File: config.mk
export PLATFORM = sky130hd
export DESIGN_NAME = clause_len8
export DESIGN_NICKNAME = d
export VERILOG_FILES = /design/src/rtl/clause_len8_pkg.sv /design/src/rtl/clause_len8_lit_popcount.sv /design/src/rtl/clause_len8.sv
export SDC_FILE = /design/constraint.sdc
export NUM_CORES = 1
export LEC_CHECK = 0
export CORE_UTILIZATION = 41
export CTS_CLUSTER_SIZE = 16
export DETAILED_ROUTE_END_ITERATION = 8
export GPL_TIMING_DRIVEN = 0
export PLACE_DENSITY_LB_ADDON = 0.12
export REMOVE_ABC_BUFFERS = 1
export SYNTH_ARGS = -nofsm -noshare
export SYNTH_HDL_FRONTEND = slang
export SYNTH_SLANG_ARGS = --single-unit
File: constraint.sdc
create_clock -name clk -period 5.95 [get_ports clk]
set_clock_uncertainty 0.15 [all_clocks]
set_input_delay 0.595 -clock clk [delete_from_list [all_inputs] [get_ports clk]]
set_output_delay 0.595 -clock clk [all_outputs]
set_load 0.005 [all_outputs]
File: src/rtl/clause_len8_pkg.sv
// Shared SAT literal encoding: slot width and the four 2-bit literal codes.
package clause_len8_pkg;

  localparam int SLOT_W = 2;

  localparam logic [SLOT_W-1:0] LIT_NONE = 2'b00;
  localparam logic [SLOT_W-1:0] LIT_POS  = 2'b10;
  localparam logic [SLOT_W-1:0] LIT_NEG  = 2'b01;
  localparam logic [SLOT_W-1:0] LIT_ILL  = 2'b11;

  // Any set bit marks the slot occupied, the illegal code included.
  function automatic logic slot_occupied(input logic [SLOT_W-1:0] slot);
    return |slot;
  endfunction

endpackage

File: src/rtl/clause_len8_lit_popcount.sv
// Combinational population count of the occupied-slot mask.
module lit_popcount #(
  parameter int N = 8,
  parameter int W = 4
) (
  input  logic [N-1:0] mask,
  output logic [W-1:0] count
);

  // Sum one bit per slot.
  always_comb begin
    count = {W{1'b0}};
    for (int i = 0; i < N; i++) begin
      count = count + W'(mask[i]);
    end
  end

endmodule

File: src/rtl/clause_len8.sv
// Clause analyser: decodes packed literal slots and registers length, masks,
// first occupied index and illegal flag with one cycle of latency.
module clause_len8 #(
  parameter int NUM_VARS = 8,
  parameter int WIDTH    = 4,
  localparam int IDX_W   = (NUM_VARS > 1) ? $clog2(NUM_VARS) : 1
) (
  input  logic                  clk,
  input  logic                  rst,
  input  logic                  valid_i,
  input  logic [NUM_VARS*2-1:0] clause_i,
  output logic                  valid_o,
  output logic [WIDTH-1:0]      len_o,
  output logic [NUM_VARS-1:0]   pos_mask_o,
  output logic [NUM_VARS-1:0]   neg_mask_o,
  output logic                  empty_o,
  output logic                  unit_o,
  output logic [IDX_W-1:0]      first_idx_o,
  output logic                  illegal_o
);

  import clause_len8_pkg::*;

  logic [NUM_VARS-1:0] occ_mask;
  logic [NUM_VARS-1:0] pos_mask;
  logic [NUM_VARS-1:0] neg_mask;
  logic [NUM_VARS-1:0] ill_mask;
  logic [WIDTH-1:0]    count;
  logic [IDX_W-1:0]    first_idx;

  // Single-level slot decode; illegal slots are occupied but in neither mask.
  always_comb begin
    logic [SLOT_W-1:0] slot;
    slot     = LIT_NONE;
    occ_mask = {NUM_VARS{1'b0}};
    pos_mask = {NUM_VARS{1'b0}};
    neg_mask = {NUM_VARS{1'b0}};
    ill_mask = {NUM_VARS{1'b0}};
    for (int i = 0; i < NUM_VARS; i++) begin
      slot        = clause_i[SLOT_W*i +: SLOT_W];
      occ_mask[i] = slot_occupied(slot);
      case (slot)
        LIT_POS: pos_mask[i] = 1'b1;
        LIT_NEG: neg_mask[i] = 1'b1;
        LIT_ILL: ill_mask[i] = 1'b1;
        default: occ_mask[i] = 1'b0;
      endcase
    end
  end

  lit_popcount #(
    .N (NUM_VARS),
    .W (WIDTH)
  ) u_popcount (
    .mask  (occ_mask),
    .count (count)
  );

  // Priority encoder: scanning downward lets the lowest occupied index win.
  always_comb begin
    first_idx = {IDX_W{1'b0}};
    for (int i = NUM_VARS - 1; i >= 0; i--) begin
      if (occ_mask[i]) begin
        first_idx = IDX_W'(i);
      end else begin
        first_idx = first_idx;
      end
    end
  end

  // Output registers; data holds whenever no new clause is sampled.
  always_ff @(posedge clk) begin
    if (rst) begin
      valid_o     <= 1'b0;
      len_o       <= {WIDTH{1'b0}};
      pos_mask_o  <= {NUM_VARS{1'b0}};
      neg_mask_o  <= {NUM_VARS{1'b0}};
      empty_o     <= 1'b1;
      unit_o      <= 1'b0;
      first_idx_o <= {IDX_W{1'b0}};
      illegal_o   <= 1'b0;
    end else if (valid_i) begin
      valid_o     <= 1'b1;
      len_o       <= count;
      pos_mask_o  <= pos_mask;
      neg_mask_o  <= neg_mask;
      empty_o     <= (count == {WIDTH{1'b0}});
      unit_o      <= (count == WIDTH'(1));
      first_idx_o <= first_idx;
      illegal_o   <= |ill_mask;
    end else begin
      valid_o     <= 1'b0;
    end
  end

endmodule

Yosys cells after proc, flatten, opt, wreduce, memory -nomap -nowiden
Cells that the tools add are included.
{ "totals": {"regBits": 27, "latch_bits": 0, "mem_bits_rw": 0, "rom_bits": 0, "in_bits": 19, "output_inout_bits": 27, "word_cells": 99, "memories": 0} }
{ "op_classes": {"addsub": 7, "mul": 0, "n_div": 0, "n_lt_le_gt_ge": 0, "eq_ne": 25, "shifts": 0, "muxes": 41, "bitwise_logic": 0, "n_reduce_logical": 18} }
{ "ops": {"columns": ["op", "count"], "rows": [
  ["1-bit two-way mux", 33],
  ["2-bit equality test (second input constant)", 16],
  ["4-bit by 1-bit adder with 4-bit output", 6],
  ["3-bit two-way mux", 8],
  ["3-bit OR reduction", 8],
  ["2-bit by 1-bit equality test with 1-bit output (second input constant)", 8],
  ["2-bit OR reduction", 8],
  ["8-bit OR reduction", 1],
  ["4-bit by 1-bit equality test with 1-bit output (second input constant)", 1],
  ["4-bit zero test", 1],
  ["1-bit by 1-bit adder with 2-bit output", 1]
]} }

Logic depth before layout (Yosys ltp)
{ "logic_depth": {"depth_word": 11, "depth_mapped": 12, "ltp_nobuf": 12} }

Modules after synthesis
A second synthesis with hierarchy kept.
{ "hier_totals": {"hier_cells": 157, "hier_area_um2": 1352.5} }
{ "by_module_without_submodules": {"columns": ["mod", "n_inst", "cells_each", "area_per_inst_um2", "seq_area_each_um2"], "rows": [
  ["clause_len8", 1, 133, 1162.4, 540.5],
  ["lit_popcount", 1, 24, 190.2, 0.0]
]} }

Worst setup path after synthesis
OpenSTA, ideal clock, no wires.
{ "synth_timing": {"path_type": "input-to-reg", "start": "input port clause_i[3]", "end": "register unit_o", "arrival_ns": 3.525, "required_ns": 5.683, "slack_ns": 2.158, "stages": 12, "n_path_buf": 0, "cell_sequence": "or2_1 -> ha_1 -> inv_1 -> fa_1 -> fa_1 -> inv_1 -> fa_1 -> inv_1 -> fa_1 -> nand2_1 -> nor3_1 -> a32o_1"} }
{ "synth_between": {"elab_chain_len": 11, "elab_cells_between_ends": 14} }
{ "synth_rtl": {"columns": ["element", "line", "rtl"], "rows": [
  ["from (decl)", "clause_len8.sv:11", "input logic [NUM_VARS*2-1:0] clause_i,"],
  ["2-bit equality test / 2-bit by 1-bit equality test with 1-bit output (equally long branches)", "clause_len8.sv:42", "case (slot)"],
  ["3-bit OR reduction (no line)", null, null],
  ["1-bit two-way mux *", "clause_len8.sv:42", null],
  ["1-bit by 1-bit adder with 2-bit output *", "clause_len8_lit_popcount.sv:14", "count = count + W'(mask[i]);"],
  ["4-bit by 1-bit adder with 4-bit output * (6 in series)", "clause_len8_lit_popcount.sv:14", null],
  ["4-bit by 1-bit equality test with 1-bit output *", "clause_len8.sv:88", "unit_o <= (count == WIDTH'(1));"],
  ["to (signal assigned)", "clause_len8.sv:88", null],
  ["to (decl)", "clause_len8.sv:17", "output logic unit_o,"]
]} }
Every way passes the cells marked *; elsewhere a longest branch is shown, timed or not.
A chain may end at the register's enable or synchronous reset.

Worst setup path in the final report
Same ends and word-level chain as after synthesis.

==> results.py <==
metrics = {
    "outcome": {
        "status": "finished clean",
    },
    "detailed_routing": {
        "antenna_left": 0,
        "wl_per_cell_microns": 12.6,
        "dr.pass1.iters": 4,
        "vias": 1191,
        "drc": 0,
        "drtIter0Drc": 44,
        "routed_wl_microns": 2960,
        "vias_per_cell": 5.07,
    },
    "worst_setup_path": {
        "required_ns": 6.04,
        "slowest_stage": "fa_1",
        "r2r_end": "illegal_o",
        "cp_common_cell": "fa_1",
        "crit_type": "in -> reg",
        "path_max_fanout": 4,
        "cp-start-kind": "input pin",
        "regToRegSetupSlack_ns": 5.05,
        "crit_end": "unit_o",
        "reg2reg_depth": 2,
        "startpoint": "clause_i[3]",
        "path_cells": "clkdlybuf4s50_1, or2_1, ha_1, inv_1, fa_1, fa_1, inv_1, fa_1, inv_1, fa_1, nand2_1, nor3_1, a32o_1",
        "rr_startpoint": "illegal_o",
        "arrival_ns": 4.18,
        "slowest_delay_ns": 0.55,
        "endpoint_kind": "flop",
    },
    "sta": {
        "fmax_ghz": 0.244,
        "fin_crit_sh_pct": 68.8,
        "rsz0062_at_grt": "no",
        "maxSlewHeadroom_pct": 35.0,
        "setup_tns_ns": 0,
        "hold_viol_final": 0,
        "worst_pin_slew_ns": 0.972,
        "period_minus_slack_ns": 4.09,
        "finalMaxSlewViolations": 0,
        "setup_viol": 0,
    },
    "place": {
        "place_inst": 231,
        "placed_area_sq_mm": 0.00177,
        "gp_congestion": 0.862,
        "placement.io_buffers": 45,
        "dp_hpwl_microns": 2180,
    },
    "power_and_ir_drop": {
        "power_frac_seq_pct": 51.8,
        "ir_worst_vdd_mv": 0.0862,
        "cellPowerDensity_mw_per_mm2": 211,
        "switching_share_pct": 28.5,
        "p_int_uw": 272,
        "p_clk_share_pct": 20.7,
        "leakage_uw": 0.000687,
        "switchingPower_uw": 108,
        "power_uw": 380,
        "p_comb_share_pct": 27.6,
    },
    "die": {
        "io_pins": 46,
        "num_rows": 20,
        "die_w_microns": 58.4,
        "die_y_microns": 58.4,
        "core_sq_mm": 0.00303,
        "fp.dieArea_sq_mm": 0.00341,
        "initial_utilization_pct": 43.0,
    },
    "clock_network": {
        "cts_tree": "done",
        "numClockSinks": 27,
        "cts_resized": 0,
        "clk_latency_ns": 0.33,
        "hold_buffers": 0,
        "clk_pin_slew_worst_paths_ns": 0.15,
        "cts-root-buf": "clkbuf_4",
        "cts_buffers": 3,
        "h-tree-depth": 1,
        "cts_setup_buffers": 0,
        "cts_buffer_depth": 2,
    },
    "yosys": {
        "synth_area_sq_mm": 0.00130,
        "synth.distinct_cells": 34,
        "muxShareOfSynthArea_pct": 2.31,
        "async_reset_ff_share_pct": 0,
        "yosysWarnings": 0,
        "synth-xor-area-share_pct": 0.672,
        "synth_compound_area_share_pct": 16.8,
        "synth-edff-count": 0,
        "synth_cells": 149,
        "synth_seq_cells": 27,
        "synth-simple-area-share_pct": 24.1,
        "avgSynthCellArea_sq_um": 8.74,
        "yosysSeqAreaShare_pct": 41.5,
        "synth_fa_ha_area_share_pct": 9.03,
        "yosys_most_used_dff": "dfxtp_1",
        "synth_top_family_by_area": "simple AND/OR/NAND/NOR gates",
    },
    "finish": {
        "area_growth_pct": 38.2,
        "final_cell_mix": "clkdlybuf4s50_1 (45), dfxtp_1 (27), nor2_1 (21)",
        "final_common_cell": "clkdlybuf4s50_1",
        "final_nets": 218,
        "fin_area_sq_mm": 0.00180,
        "n_antenna_cell": 0,
        "drive_above_1_share_pct": 6.81,
        "fin_cells": 235,
    },
    "global_route": {
        "grt_pass1_vias": 1130,
        "grt_max_degree": 26,
        "grtUsageTotal_pct": 18.8,
        "overflow": 0,
        "grt_pass1_wl_microns": 4850,
        "antenna_found_initial": 0,
    },
    "worst_hold_path": {
        "min_path_type": "reg -> reg",
        "hold_path_depth": 2,
    },
    "run": {
        "drv_cap": 0,
    },
}
==> worst max-delay path, delay by kind of cell <==
family / cells / cell delay (ns)
buf+inv: 4 / 0.65
simple gates: 3 / 0.49
fa+ha+maj: 5 / 2.18
compound gates: 1 / 0.27
==> synthesized netlist by cell type (all sizes together), types with 2 or more instances <==
library cell,number,share of area [%]
nor3,2,1.2
nor2,25,8.0
a32o,2,1.5
dfxtp,27,41
nand2,19,5.5
fa,4,6.1
inv,10,2.9
ha,3,2.9
nor2b,2,1.5
a21oi,15,5.8
o21ai,4,1.5
buf,7,2.7
or2,2,0.96
mux2i,3,2.3
nand3b,8,4.6
a2bb2oi,4,2.7
a22o,2,1.3
==> state kept, by name, summed over array words and instances (netlist names) <==
signal,cells
first_idx_o,3
illegal_o,1
unit_o,1
valid_o,1
pos_mask_o,8
empty_o,1
len_o,4
neg_mask_o,8
==> power by group through the flow <==
stage	sequential, uW	combinational [uW]	clock (uW)
global route	198	116	93.8
global placement	200	101	0
CTS	197	105	83.5
finish	197	105	78.5
detailed placement	201	105	0
floorplan	202	49.0	0
==> layout make-up <==
type / instances / area [sq um]
fill: 288 / 1230
multi-input combinational: 105 / 689
sequential: 27 / 541
timing repair buffer: 45 / 450
tap: 44 / 55.1
inverter: 10 / 37.5
clock buffer: 3 / 22.5
clock inverter: 1 / 5.00
==> logic make-up after synthesis <==
logic type / after synthesis
and+or+nand+nor: 61
AOI/OAI and AO/OA: 33
DFF: 27
buffers and inverters: 17
adders and majority gates: 7
muxes: 3
xor gates and xnor gates: 1
==> worst min-delay path by stage <==
stage	startpoint	slack, ns	to
floorplan	first_idx_o[0]	0.29	first_idx_o[0]
global placement	first_idx_o[0]	0.30	first_idx_o[0]
detailed placement	first_idx_o[0]	0.30	first_idx_o[0]
CTS	first_idx_o[0]	0.32	first_idx_o[0]
global route	first_idx_o[0]	0.35	first_idx_o[0]
finish	first_idx_o[0]	0.32	first_idx_o[0]
==> metal layers <==
| metal | up-vias | share of wire, % | track usage, % |
|---|---|---|---|
| li1 | 591 | - | - |
| met4 | 0 | 0.95 | 6.46 |
| met2 | 40 | 46 | 31.5 |
| met3 | 4 | 4.8 | 2.64 |
| met1 | 556 | 49 | 25.0 |
| met5 | - | 0 | 0 |
==> stage by stage <==
stage          util (%)  setup slack, ns  hold slack (ns)
3_3_place_gp       58.6             1.56            0.295
6_report           59.5             1.86            0.315
3_5_place_dp       58.6             1.51            0.302
2_1_floorplan         -             2.16            0.294
5_1_grt            59.5             1.77            0.352
4_1_cts            59.5             1.88            0.322
No activity file was read; power rests on OpenSTA's default activity.
